**src/rtl/entropy_src_window_stat.sv**
```systemverilog
// entropy_src_window_stat: per-window ones count with threshold fail pulses; optional ENTROPY_SRC_WIN_FAIL_CNT_EN builds the consecutive-fail counter
module entropy_src_window_stat #(
    parameter int RngBusWidth = 4,
    parameter int RegWidth    = 16
) (
    input  logic                   clk_i,
    input  logic                   rst_ni,
    input  logic                   clear_i,
    input  logic                   active_i,
    input  logic                   entropy_bit_vld_i,
    input  logic [RngBusWidth-1:0] entropy_bit_i,
    input  logic [RegWidth-1:0]    window_size_i,
    input  logic [RegWidth-1:0]    thresh_hi_i,
    input  logic [RegWidth-1:0]    thresh_lo_i,
    output logic [RegWidth-1:0]    test_cnt_o,
    output logic                   test_event_o,
    output logic                   test_fail_hi_pulse_o,
    output logic                   test_fail_lo_pulse_o,
    output logic [3:0]             fail_cnt_o
);
    logic [RegWidth-1:0] win_q, win_d, acc_q, acc_d, cnt_q, cnt_d, pop, sat;
    logic [RegWidth:0]   sum;
    logic                evt_q, evt_d, hi_q, hi_d, lo_q, lo_d;
    logic                run, idle, beat, win_end;

    assign run     = active_i && !clear_i;
    assign idle    = !run || (window_size_i == '0);
    assign beat    = !idle && entropy_bit_vld_i;
    assign win_end = beat && (win_q == window_size_i - RegWidth'(1));
    assign sum     = {1'b0, acc_q} + {1'b0, pop};
    assign sat     = sum[RegWidth] ? '1 : sum[RegWidth-1:0];

    // popcount of the current sample beat
    always_comb begin
        pop = '0;
        for (int i = 0; i < RngBusWidth; i++) pop = pop + RegWidth'(entropy_bit_i[i]);
    end

    // window progress, final count capture and end-of-window pulses
    always_comb begin
        win_d = (idle || win_end) ? '0 : beat ? win_q + RegWidth'(1) : win_q;
        acc_d = (idle || win_end) ? '0 : beat ? sat : acc_q;
        cnt_d = !run ? '0 : win_end ? sat : cnt_q;
        evt_d = win_end;
        hi_d  = win_end && (sat > thresh_hi_i);
        lo_d  = win_end && (sat < thresh_lo_i);
    end

    // state registers
    always_ff @(posedge clk_i or negedge rst_ni) begin
        if (!rst_ni) begin
            win_q <= '0;
            acc_q <= '0;
            cnt_q <= '0;
            evt_q <= 1'b0;
            hi_q  <= 1'b0;
            lo_q  <= 1'b0;
        end else begin
            win_q <= win_d;
            acc_q <= acc_d;
            cnt_q <= cnt_d;
            evt_q <= evt_d;
            hi_q  <= hi_d;
            lo_q  <= lo_d;
        end
    end

    assign test_cnt_o           = cnt_q;
    assign test_event_o         = evt_q;
    assign test_fail_hi_pulse_o = hi_q;
    assign test_fail_lo_pulse_o = lo_q;

`ifdef ENTROPY_SRC_WIN_FAIL_CNT_EN
    logic [3:0] fc_q, fc_d;

    // consecutive failing windows, saturating; a passing window end clears it
    always_comb begin
        fc_d = !run ? 4'd0 :
               !win_end ? fc_q :
               (hi_d || lo_d) ? ((fc_q == 4'hf) ? fc_q : fc_q + 4'd1) : 4'd0;
    end

    // fail counter register
    always_ff @(posedge clk_i or negedge rst_ni) begin
        if (!rst_ni) fc_q <= 4'd0;
        else         fc_q <= fc_d;
    end

    assign fail_cnt_o = fc_q;
`else
    assign fail_cnt_o = 4'd0;
`endif
endmodule

```
**config.mk**
```make
export PLATFORM = sky130hd
export DESIGN_NAME = entropy_src_window_stat
export DESIGN_NICKNAME = d
export VERILOG_FILES = /design/src/rtl/entropy_src_window_stat.sv
export SDC_FILE = /design/constraint.sdc
export NUM_CORES = 1
export LEC_CHECK = 0
export ABC_AREA = 1
export CAP_MARGIN = 40
export CORE_MARGIN = 5
export CORE_UTILIZATION = 45
export DETAILED_ROUTE_END_ITERATION = 6
export PLACE_DENSITY = 0.75
export SYNTH_ARGS = -nofsm -noshare
export SYNTH_HDL_FRONTEND = slang
export SYNTH_SLANG_ARGS = --single-unit
```
**constraint.sdc**
```tcl
create_clock -name clk_i -period 3.4 [get_ports clk_i]
set_input_delay 0.85 -clock clk_i [delete_from_list [all_inputs] [get_ports clk_i]]
set_output_delay 0.85 -clock clk_i [all_outputs]
set_load 0.02 [all_outputs]
```
==> impl_metrics.xml, run 1 <==
<?xml version="1.0" encoding="UTF-8"?>
<metrics>
  <group name="global_route">
    <metric name="grt_pass1_wl" unit="mm">21.6</metric>
    <metric name="globalRoute.busiestLayer" unit="">met2</metric>
    <metric name="via_count_of_the_first_global_routing_pass" unit="">4847</metric>
    <metric name="grt.total_usage" unit="">0.205</metric>
    <metric name="grt.met2_usage" unit="">0.369</metric>
    <metric name="use_met3" unit="">0.0262</metric>
    <metric name="antenna_found_initial" unit="">0</metric>
    <metric name="grt-ovfl-total" unit="">0</metric>
    <metric name="grt.met1_usage" unit="">0.248</metric>
    <metric name="grt_start_max_net_pins" unit="">37</metric>
  </group>
  <group name="worst_setup_path">
    <metric name="critPathLaunchType" unit="">input port</metric>
    <metric name="cp_common_cell" unit="">sky130_fd_sc_hd__inv_2</metric>
    <metric name="critical_path.max_fanout" unit="">2</metric>
    <metric name="critical_path_arrival" unit="ns">4.14</metric>
    <metric name="path_cells" unit="">buf_6, fa_1, ha_4, ha_4, inv_2, fa_2, inv_2, a21oi_2, inv_2, nand3_4, nor2_4, nand2_2, buf_6, nor2_1, nor2_1, ha_1, nand4_1, nor3_2, nand3_1, a21oi_2, nand3_1, nand2_1, a21oi_1</metric>
    <metric name="worst-setup-path-type" unit="">input port to flop</metric>
    <metric name="cp_data_required_time" unit="ns">3.60</metric>
    <metric name="critical_path.slowest_cell" unit="">sky130_fd_sc_hd__fa_1</metric>
    <metric name="cp_slowest_stage_delay" unit="ns">0.51</metric>
    <metric name="setup.worst_path.end_class" unit="">flop</metric>
  </group>
  <group name="sta">
    <metric name="tightest_slew" unit="ns">0.565</metric>
    <metric name="min_period_over_period" unit="">1.16</metric>
    <metric name="rsz_0062_raised_after_global_routing" unit="">true</metric>
    <metric name="timing.final.max_slew_violations" unit="">0</metric>
    <metric name="timing.clock.skew" unit="ns">0.00637</metric>
    <metric name="postLayoutSetupSlackWorst" unit="ns">-0.538</metric>
    <metric name="hold_ws" unit="ns">0.426</metric>
    <metric name="setup_viol" unit="">2</metric>
    <metric name="achievable_frequency" unit="MHz">254</metric>
    <metric name="finalCriticalPeriod" unit="ns">3.94</metric>
    <metric name="worst_slew_margin_relative_to_its_limit" unit="">0.620</metric>
    <metric name="hold_viol_final" unit="">0</metric>
  </group>
  <group name="power_and_ir_drop">
    <metric name="switchingPower" unit="W">0.000409</metric>
    <metric name="power_per_cell_area" unit="mW/mm2">217</metric>
    <metric name="power" unit="W">0.00134</metric>
    <metric name="leakage" unit="nW">3.05</metric>
    <metric name="switching_share" unit="">0.305</metric>
    <metric name="combinational_cell_fraction_of_total_power" unit="">0.263</metric>
    <metric name="peakVddDrop" unit="mV">0.144</metric>
    <metric name="p_int" unit="W">0.000933</metric>
    <metric name="power.sequential.fraction" unit="">0.457</metric>
    <metric name="p_clk_frac" unit="">0.281</metric>
  </group>
  <group name="yosys">
    <metric name="yosys.area.top_type" unit="">sky130_fd_sc_hd__dfrtp_1</metric>
    <metric name="predominant_post_synthesis_flop_cell" unit="">sky130_fd_sc_hd__dfrtp_1</metric>
    <metric name="postSynth.asyncResetShare" unit="">1.00</metric>
    <metric name="synthMostInstantiatedCell" unit="">sky130_fd_sc_hd__nand2_1</metric>
    <metric name="syn-instance-count" unit="">674</metric>
    <metric name="ys_top_cells_by_area" unit="">sky130_fd_sc_hd__dfrtp_1 (28%), sky130_fd_sc_hd__nand2_1 (15%), sky130_fd_sc_hd__ha_1 (10%)</metric>
    <metric name="synth.ff_latch_count" unit="">51</metric>
    <metric name="netlist.area_leader.share" unit="">0.279</metric>
    <metric name="synthesis.area" unit="mm2">0.00457</metric>
    <metric name="synth_seq_area_share" unit="">0.279</metric>
    <metric name="ys_warn_count" unit="">0</metric>
    <metric name="syn_area_per_cell" unit="um2">6.79</metric>
    <metric name="synth_commonest_cells" unit="">sky130_fd_sc_hd__nand2_1 (181), sky130_fd_sc_hd__inv_1 (88), sky130_fd_sc_hd__nand3_1 (88)</metric>
    <metric name="synth_cell_type_count" unit="">40</metric>
    <metric name="synth-edff-count" unit="">0</metric>
  </group>
  <group name="route">
    <metric name="routed_wl" unit="mm">13.1</metric>
    <metric name="drtPass1Iterations" unit="">5</metric>
    <metric name="drt-vias-per-instance" unit="">5.20</metric>
    <metric name="routed_wire_length_per_instance" unit="um">14.1</metric>
    <metric name="detail-route-antenna-nets" unit="">0</metric>
    <metric name="detailedRoute.firstIterationViolations" unit="">333</metric>
    <metric name="detail_route.drc_violations" unit="">0</metric>
    <metric name="dr_total_vias" unit="">4828</metric>
  </group>
  <group name="hold_path">
    <metric name="holdCritPathClass" unit="">input port to asynchronous set/reset pin</metric>
  </group>
  <group name="clocking">
    <metric name="clock_buffer_count_from_cts" unit="">5</metric>
    <metric name="bufs_on_longest_clock_path" unit="">2</metric>
    <metric name="postCtsHoldBufs" unit="">0</metric>
    <metric name="tritoncts" unit="">yes</metric>
    <metric name="number_of_clock_sinks" unit="">51</metric>
    <metric name="ctsRootBufferMaster" unit="">sky130_fd_sc_hd__clkbuf_8</metric>
    <metric name="cts.clk_slew.worst_paths" unit="ns">0.10</metric>
    <metric name="insertion_delay" unit="ns">0.31</metric>
    <metric name="cts-htree-levels" unit="">2</metric>
  </group>
  <group name="floorplanning">
    <metric name="floorplan.initialDensity" unit="">0.464</metric>
    <metric name="ioPinCount" unit="">80</metric>
    <metric name="core-area" unit="mm2">0.00986</metric>
    <metric name="floorplan.die_area" unit="mm2">0.0123</metric>
    <metric name="floorplan.die.width" unit="um">111</metric>
    <metric name="floorplan.rows" unit="">36</metric>
    <metric name="die-height" unit="um">111</metric>
  </group>
  <group name="finish">
    <metric name="fin_nets" unit="">891</metric>
    <metric name="layout-drive-gt1-share" unit="">0.160</metric>
    <metric name="antenna_cells_inserted" unit="">0</metric>
    <metric name="flow.area_growth_from_synthesis" unit="%">35.3</metric>
  </group>
  <group name="outcome">
    <metric name="failed_checks" unit="">setup timing</metric>
    <metric name="status" unit="">complete, but fails checks</metric>
  </group>
  <group name="placement">
    <metric name="place.detailed.hpwl" unit="mm">10.1</metric>
    <metric name="weighted_congestion_reported_at_the_end_of_routability_driven_placement" unit="">0.914</metric>
    <metric name="io_buffers" unit="">75</metric>
  </group>
  <group name="job">
    <metric name="maxCapViolCount" unit="">0</metric>
  </group>
</metrics>
## cell type report
class	instances	area [um2]
well taps	133	166
flip-flops and latches	51	1280
inverters	90	343
fillers	840	3680
repair buffers	131	1170
clock inverters	3	28.8
multi-input cells	516	3130
clock buffers	5	68.8
## per-layer routing
layer	up-vias	wire (um)
met3	35	615
met4	0	466
li1	2404	-
met2	158	6650
met5	-	0
met1	2231	5350
## kinds of logic after synthesis
| kind of cell | share of synthesized area |
|---|---|
| other cells | 0.000820 |
| xor+xnor | 0.0662 |
| fa+ha+maj | 0.110 |
| compound gates | 0.0544 |
| flops | 0.279 |
| simple gates | 0.388 |
| buf+inv | 0.101 |
## layout by cell type (no fill, tap or decap), types with 2 or more instances in the layout
cell type,synthesis,routed
sky130_fd_sc_hd__o21ai_0,13,8
sky130_fd_sc_hd__o21ai_1,0,3
sky130_fd_sc_hd__clkdlybuf4s50_1,0,71
sky130_fd_sc_hd__nand3b_1,7,7
sky130_fd_sc_hd__nor3b_1,3,3
sky130_fd_sc_hd__a21oi_1,27,19
sky130_fd_sc_hd__nor2_2,1,2
sky130_fd_sc_hd__nand3_1,88,80
sky130_fd_sc_hd__xor2_1,20,20
sky130_fd_sc_hd__dfrtp_1,51,51
sky130_fd_sc_hd__a211oi_1,3,3
sky130_fd_sc_hd__a21oi_2,0,8
sky130_fd_sc_hd__ha_1,37,27
sky130_fd_sc_hd__buf_2,3,3
sky130_fd_sc_hd__buf_4,4,52
sky130_fd_sc_hd__nand4_1,17,17
sky130_fd_sc_hd__o21ai_2,0,2
sky130_fd_sc_hd__clkbuf_8,0,5
sky130_fd_sc_hd__xnor2_1,10,10
sky130_fd_sc_hd__ha_4,0,10
sky130_fd_sc_hd__nand3_4,1,5
sky130_fd_sc_hd__clkinv_4,0,2
sky130_fd_sc_hd__buf_6,2,5
sky130_fd_sc_hd__nand2_4,1,2
sky130_fd_sc_hd__nand2_1,181,178
sky130_fd_sc_hd__nor2_4,3,5
sky130_fd_sc_hd__inv_2,0,4
sky130_fd_sc_hd__conb_1,1,4
sky130_fd_sc_hd__nor3_2,1,3
sky130_fd_sc_hd__nor3_1,10,7
sky130_fd_sc_hd__inv_1,88,84
sky130_fd_sc_hd__nand2_2,5,7
sky130_fd_sc_hd__nand3_2,0,4
sky130_fd_sc_hd__nor2_1,72,69
## metrics by stage
stage	setup TNS, ns	util	setup WS [ns]	cells	area (um2)
after floorplan	-1.08	-	-0.659	677	4700
after global placement	-15.42	0.591	-1.22	910	5830
after detailed placement	-16.72	0.591	-1.34	910	5830
after CTS	-1.05	0.604	-0.539	922	5960
after global routing	-1.53	0.627	-0.737	929	6190
final	-0.982	0.627	-0.538	929	6190
## final timing paths
| kind | from | to | slack [ns] | depth (start not counted) |
|---|---|---|---|---|
| worst max-delay path | entropy_bit_i[0] | test_fail_hi_pulse_o | -0.54 | 23 |
| max in group asynchronous | rst_ni | win_q[1] | 2.18 | 2 |
| worst min-delay path | rst_ni | test_cnt_o[13] | 0.43 | 1 |
| worst min register to register | test_cnt_o[2] | test_cnt_o[2] | 0.51 | 2 |
| worst max register to register | acc_q[3] | test_fail_hi_pulse_o | 0.48 | 16 |
| min in group clk_i | test_cnt_o[2] | test_cnt_o[2] | 0.51 | 2 |
## registers in the layout, summed over array words and instances, names as in the netlist
signal and flops:
acc_q 16, test_fail_hi_pulse_o 1, win_q 16, test_event_o 1, test_fail_lo_pulse_o 1, test_cnt_o 16
## critical path, delay by kind of cell
| kind | cells | cell delay [ns] |
|---|---|---|
| AOI/OAI and AO/OA | 3 | 0.22 |
| buffers and inverters | 5 | 0.41 |
| and+or+nand+nor | 10 | 1.05 |
| adders and majority gates | 5 | 1.61 |
## power by group through the flow
stage	clock, W	sequential (W)	combinational [W]
final	0.000377	0.000613	0.000353
after global routing	0.000411	0.000614	0.000395
after CTS	0.000386	0.000613	0.000343
after detailed placement	0	0.000625	0.000340
after global placement	0	0.000625	0.000329
after floorplan	0	0.000624	0.000181
## timing repair
item / 4_1_cts / 5_1_grt
buffers inserted: 4 / 8
resized for setup: 15 / 35
pin swaps: 14 / 7
setup endpoints to repair: 33 / 12
Power figures use the tool's default switching activity.
==> run 2: changes to the inputs <==
--- a/config.mk
+++ b/config.mk
@@ -10,6 +10,7 @@
 export CORE_MARGIN = 5
 export CORE_UTILIZATION = 45
 export DETAILED_ROUTE_END_ITERATION = 6
+export GPL_ROUTABILITY_DRIVEN = 0
 export PLACE_DENSITY = 0.75
 export SYNTH_ARGS = -nofsm -noshare
 export SYNTH_HDL_FRONTEND = slang
==> run 2 against run 1 <==
The run still ends with setup timing left. Utilization decreased by 0.32 points. Sequential share of layout area grew 0.10 points. Sequential power about the same. Maximum frequency hardly changed. Largest cell class unchanged. Combinational power barely moved. Critical path type unchanged. Critical path depth decreased by 1. Register-to-register slack gained 0.06 ns. Flip-flop and latch count did not move.
==> impl_metrics.xml, run 2 (synthesis results as in run 1) <==
<?xml version="1.0" encoding="UTF-8"?>
<metrics>
  <group name="finish">
    <metric name="fin_nets" unit="">892</metric>
    <metric name="layout.cells.most_common" unit="">sky130_fd_sc_hd__nand2_1</metric>
    <metric name="layout-drive-gt1-share" unit="">0.157</metric>
    <metric name="post_layout_nonfiller_instances" unit="">930</metric>
    <metric name="antenna_cells_inserted" unit="">0</metric>
    <metric name="count_of_filler_cells_inserted_in_the_layout" unit="">871</metric>
    <metric name="flow.area_growth_from_synthesis" unit="%">34.6</metric>
    <metric name="layout.cells.most_common_list" unit="">sky130_fd_sc_hd__nand2_1 (177), sky130_fd_sc_hd__inv_1 (84), sky130_fd_sc_hd__nand3_1 (80)</metric>
  </group>
  <group name="clocking">
    <metric name="tritoncts" unit="">yes</metric>
    <metric name="postCtsHoldBufs" unit="">0</metric>
    <metric name="cts.clk_slew.worst_paths" unit="ns">0.10</metric>
    <metric name="ctsRootBufferMaster" unit="">sky130_fd_sc_hd__clkbuf_8</metric>
    <metric name="bufs_on_longest_clock_path" unit="">2</metric>
    <metric name="number_of_clock_sinks" unit="">51</metric>
    <metric name="insertion_delay" unit="ns">0.30</metric>
    <metric name="clock_buffer_count_from_cts" unit="">5</metric>
    <metric name="cts-htree-levels" unit="">2</metric>
  </group>
  <group name="global_route">
    <metric name="via_count_of_the_first_global_routing_pass" unit="">4929</metric>
    <metric name="grt-ovfl-total" unit="">0</metric>
    <metric name="antenna_found_initial" unit="">0</metric>
    <metric name="grt.total_usage" unit="">0.206</metric>
    <metric name="grt_start_max_net_pins" unit="">38</metric>
    <metric name="grt_pass1_wl" unit="mm">21.7</metric>
  </group>
  <group name="outcome">
    <metric name="status" unit="">complete, but fails checks</metric>
    <metric name="failed_checks" unit="">setup timing</metric>
  </group>
  <group name="hold_path">
    <metric name="holdCritPathClass" unit="">input port to asynchronous set/reset pin</metric>
  </group>
  <group name="sta">
    <metric name="tns" unit="ns">-0.980</metric>
    <metric name="achievable_frequency" unit="MHz">254</metric>
    <metric name="finalCriticalPeriod" unit="ns">3.93</metric>
    <metric name="setup_viol" unit="">2</metric>
    <metric name="timing.final.max_slew_violations" unit="">0</metric>
    <metric name="min_period_over_period" unit="">1.16</metric>
    <metric name="hold_viol_final" unit="">0</metric>
    <metric name="timing.clock.skew" unit="ns">0.00423</metric>
    <metric name="postLayoutSetupSlackWorst" unit="ns">-0.534</metric>
    <metric name="rsz_0062_raised_after_global_routing" unit="">true</metric>
  </group>
  <group name="floorplanning">
    <metric name="core-area" unit="mm2">0.00986</metric>
    <metric name="ioPinCount" unit="">80</metric>
    <metric name="floorplan.initialDensity" unit="">0.464</metric>
    <metric name="floorplan.die.width" unit="um">111</metric>
    <metric name="die-height" unit="um">111</metric>
    <metric name="floorplan.die_area" unit="mm2">0.0123</metric>
    <metric name="floorplan.rows" unit="">36</metric>
  </group>
  <group name="placement">
    <metric name="io_buffers" unit="">75</metric>
    <metric name="place.detailed.instances" unit="">911</metric>
    <metric name="place.detailed.hpwl" unit="mm">10.2</metric>
  </group>
  <group name="route">
    <metric name="routed_wl" unit="mm">13.0</metric>
    <metric name="dr_total_vias" unit="">4834</metric>
    <metric name="detail-route-antenna-nets" unit="">0</metric>
    <metric name="routed_wire_length_per_instance" unit="um">13.9</metric>
    <metric name="detail_route.drc_violations" unit="">0</metric>
    <metric name="drtPass1Iterations" unit="">5</metric>
    <metric name="detailedRoute.firstIterationViolations" unit="">358</metric>
    <metric name="drt-vias-per-instance" unit="">5.20</metric>
  </group>
  <group name="worst_setup_path">
    <metric name="setup.worst_path.end_class" unit="">flop</metric>
    <metric name="worst-setup-path-type" unit="">input port to flop</metric>
    <metric name="critical_path.reg2reg.startpoint" unit="">acc_q[0]</metric>
    <metric name="worstReg2RegEnd" unit="">test_fail_hi_pulse_o</metric>
    <metric name="critical_path_arrival" unit="ns">4.14</metric>
    <metric name="cp_data_required_time" unit="ns">3.61</metric>
    <metric name="critical_path.endpoint" unit="">test_fail_hi_pulse_o</metric>
    <metric name="critPathLaunchType" unit="">input port</metric>
    <metric name="worst-r2r-setup-slack" unit="ns">0.54</metric>
    <metric name="critical_path.max_fanout" unit="">3</metric>
    <metric name="r2r_cells" unit="">19</metric>
    <metric name="worst_setup_path_startpoint" unit="">entropy_bit_i[0]</metric>
  </group>
  <group name="power_and_ir_drop">
    <metric name="peakVddDrop" unit="mV">0.169</metric>
    <metric name="power_per_cell_area" unit="mW/mm2">221</metric>
    <metric name="leakage" unit="nW">3.04</metric>
  </group>
  <group name="job">
    <metric name="maxCapViolCount" unit="">0</metric>
  </group>
</metrics>
-- run 2: how the worst min path moves through the flow --
stage | from | to | slack (ns) | depth (start not counted)
floorplan | acc_q[13] | acc_q[13] | 0.51 | 2
global placement | test_cnt_o[8] | test_cnt_o[8] | 0.49 | 2
detailed placement | test_cnt_o[0] | test_cnt_o[0] | 0.49 | 2
CTS | rst_ni | test_cnt_o[9] | 0.45 | 1
global route | rst_ni | test_cnt_o[9] | 0.47 | 1
finish | rst_ni | test_event_o | 0.44 | 1
-- run 2: cell type report --
type,count,area (um2),area share
sequential,51,1280,0.207
tap,133,166,0.0270
clock inverter,1,7.51,0.00122
inverter,90,343,0.0557
clock buffer,7,96.3,0.0157
multi-input combinational,516,3090,0.501
timing repair buffer,132,1180,0.192
-- run 2: layer usage --
layer	track usage	share of wire	vias to the layer above
li1	-	-	2403
met1	0.247	0.41	2241
met2	0.370	0.50	154
met3	0.0295	0.049	36
met4	0.0780	0.038	0
met5	0	0	-
-- run 2: metrics by stage --
| stage | total power, W | cell area, um2 | setup slack (ns) | utilization | hold slack [ns] |
|---|---|---|---|---|---|
| after detailed placement | 0.000969 | 5850 | -1.32 | 0.593 | 0.492 |
| after floorplan | 0.000805 | 4700 | -0.659 | - | 0.514 |
| after global placement | 0.000954 | 5830 | -1.22 | 0.591 | 0.487 |
| after global routing | 0.00143 | 6160 | -0.779 | 0.624 | 0.466 |
| after CTS | 0.00136 | 5990 | -0.456 | 0.607 | 0.452 |
| final | 0.00136 | 6160 | -0.534 | 0.624 | 0.445 |
-- run 2: worst max-delay path, cell delays in order --
cell	delay [ns]
sky130_fd_sc_hd__buf_6	0.09
sky130_fd_sc_hd__fa_1	0.52
sky130_fd_sc_hd__ha_4	0.19
sky130_fd_sc_hd__ha_4	0.24
sky130_fd_sc_hd__ha_4	0.27
sky130_fd_sc_hd__nand3_4	0.07
sky130_fd_sc_hd__nand3_4	0.08
sky130_fd_sc_hd__nand3_4	0.09
sky130_fd_sc_hd__nor2_4	0.14
sky130_fd_sc_hd__nand4_1	0.16
sky130_fd_sc_hd__nor2_2	0.17
sky130_fd_sc_hd__nand2_1	0.06
sky130_fd_sc_hd__nand2_1	0.07
sky130_fd_sc_hd__nand3_2	0.10
sky130_fd_sc_hd__ha_4	0.28
sky130_fd_sc_hd__nand4_1	0.12
sky130_fd_sc_hd__nor3_2	0.22
sky130_fd_sc_hd__nand3_1	0.11
sky130_fd_sc_hd__a21oi_2	0.10
sky130_fd_sc_hd__nand3_1	0.07
sky130_fd_sc_hd__nand2_1	0.08
sky130_fd_sc_hd__a21oi_2	0.03
-- run 2: repair_timing --
action,in CTS,in global routing
gates cloned,0,0
setup endpoints to repair,34,14
resized for setup,17,23
pin swaps,17,20
setup buffers,3,9
-- run 2: power breakdown --
part           internal [W]  switching, W
clock network      0.000186      0.000209
logic              0.000172      0.000183
registers          0.000609    0.00000407
total              0.000967      0.000396
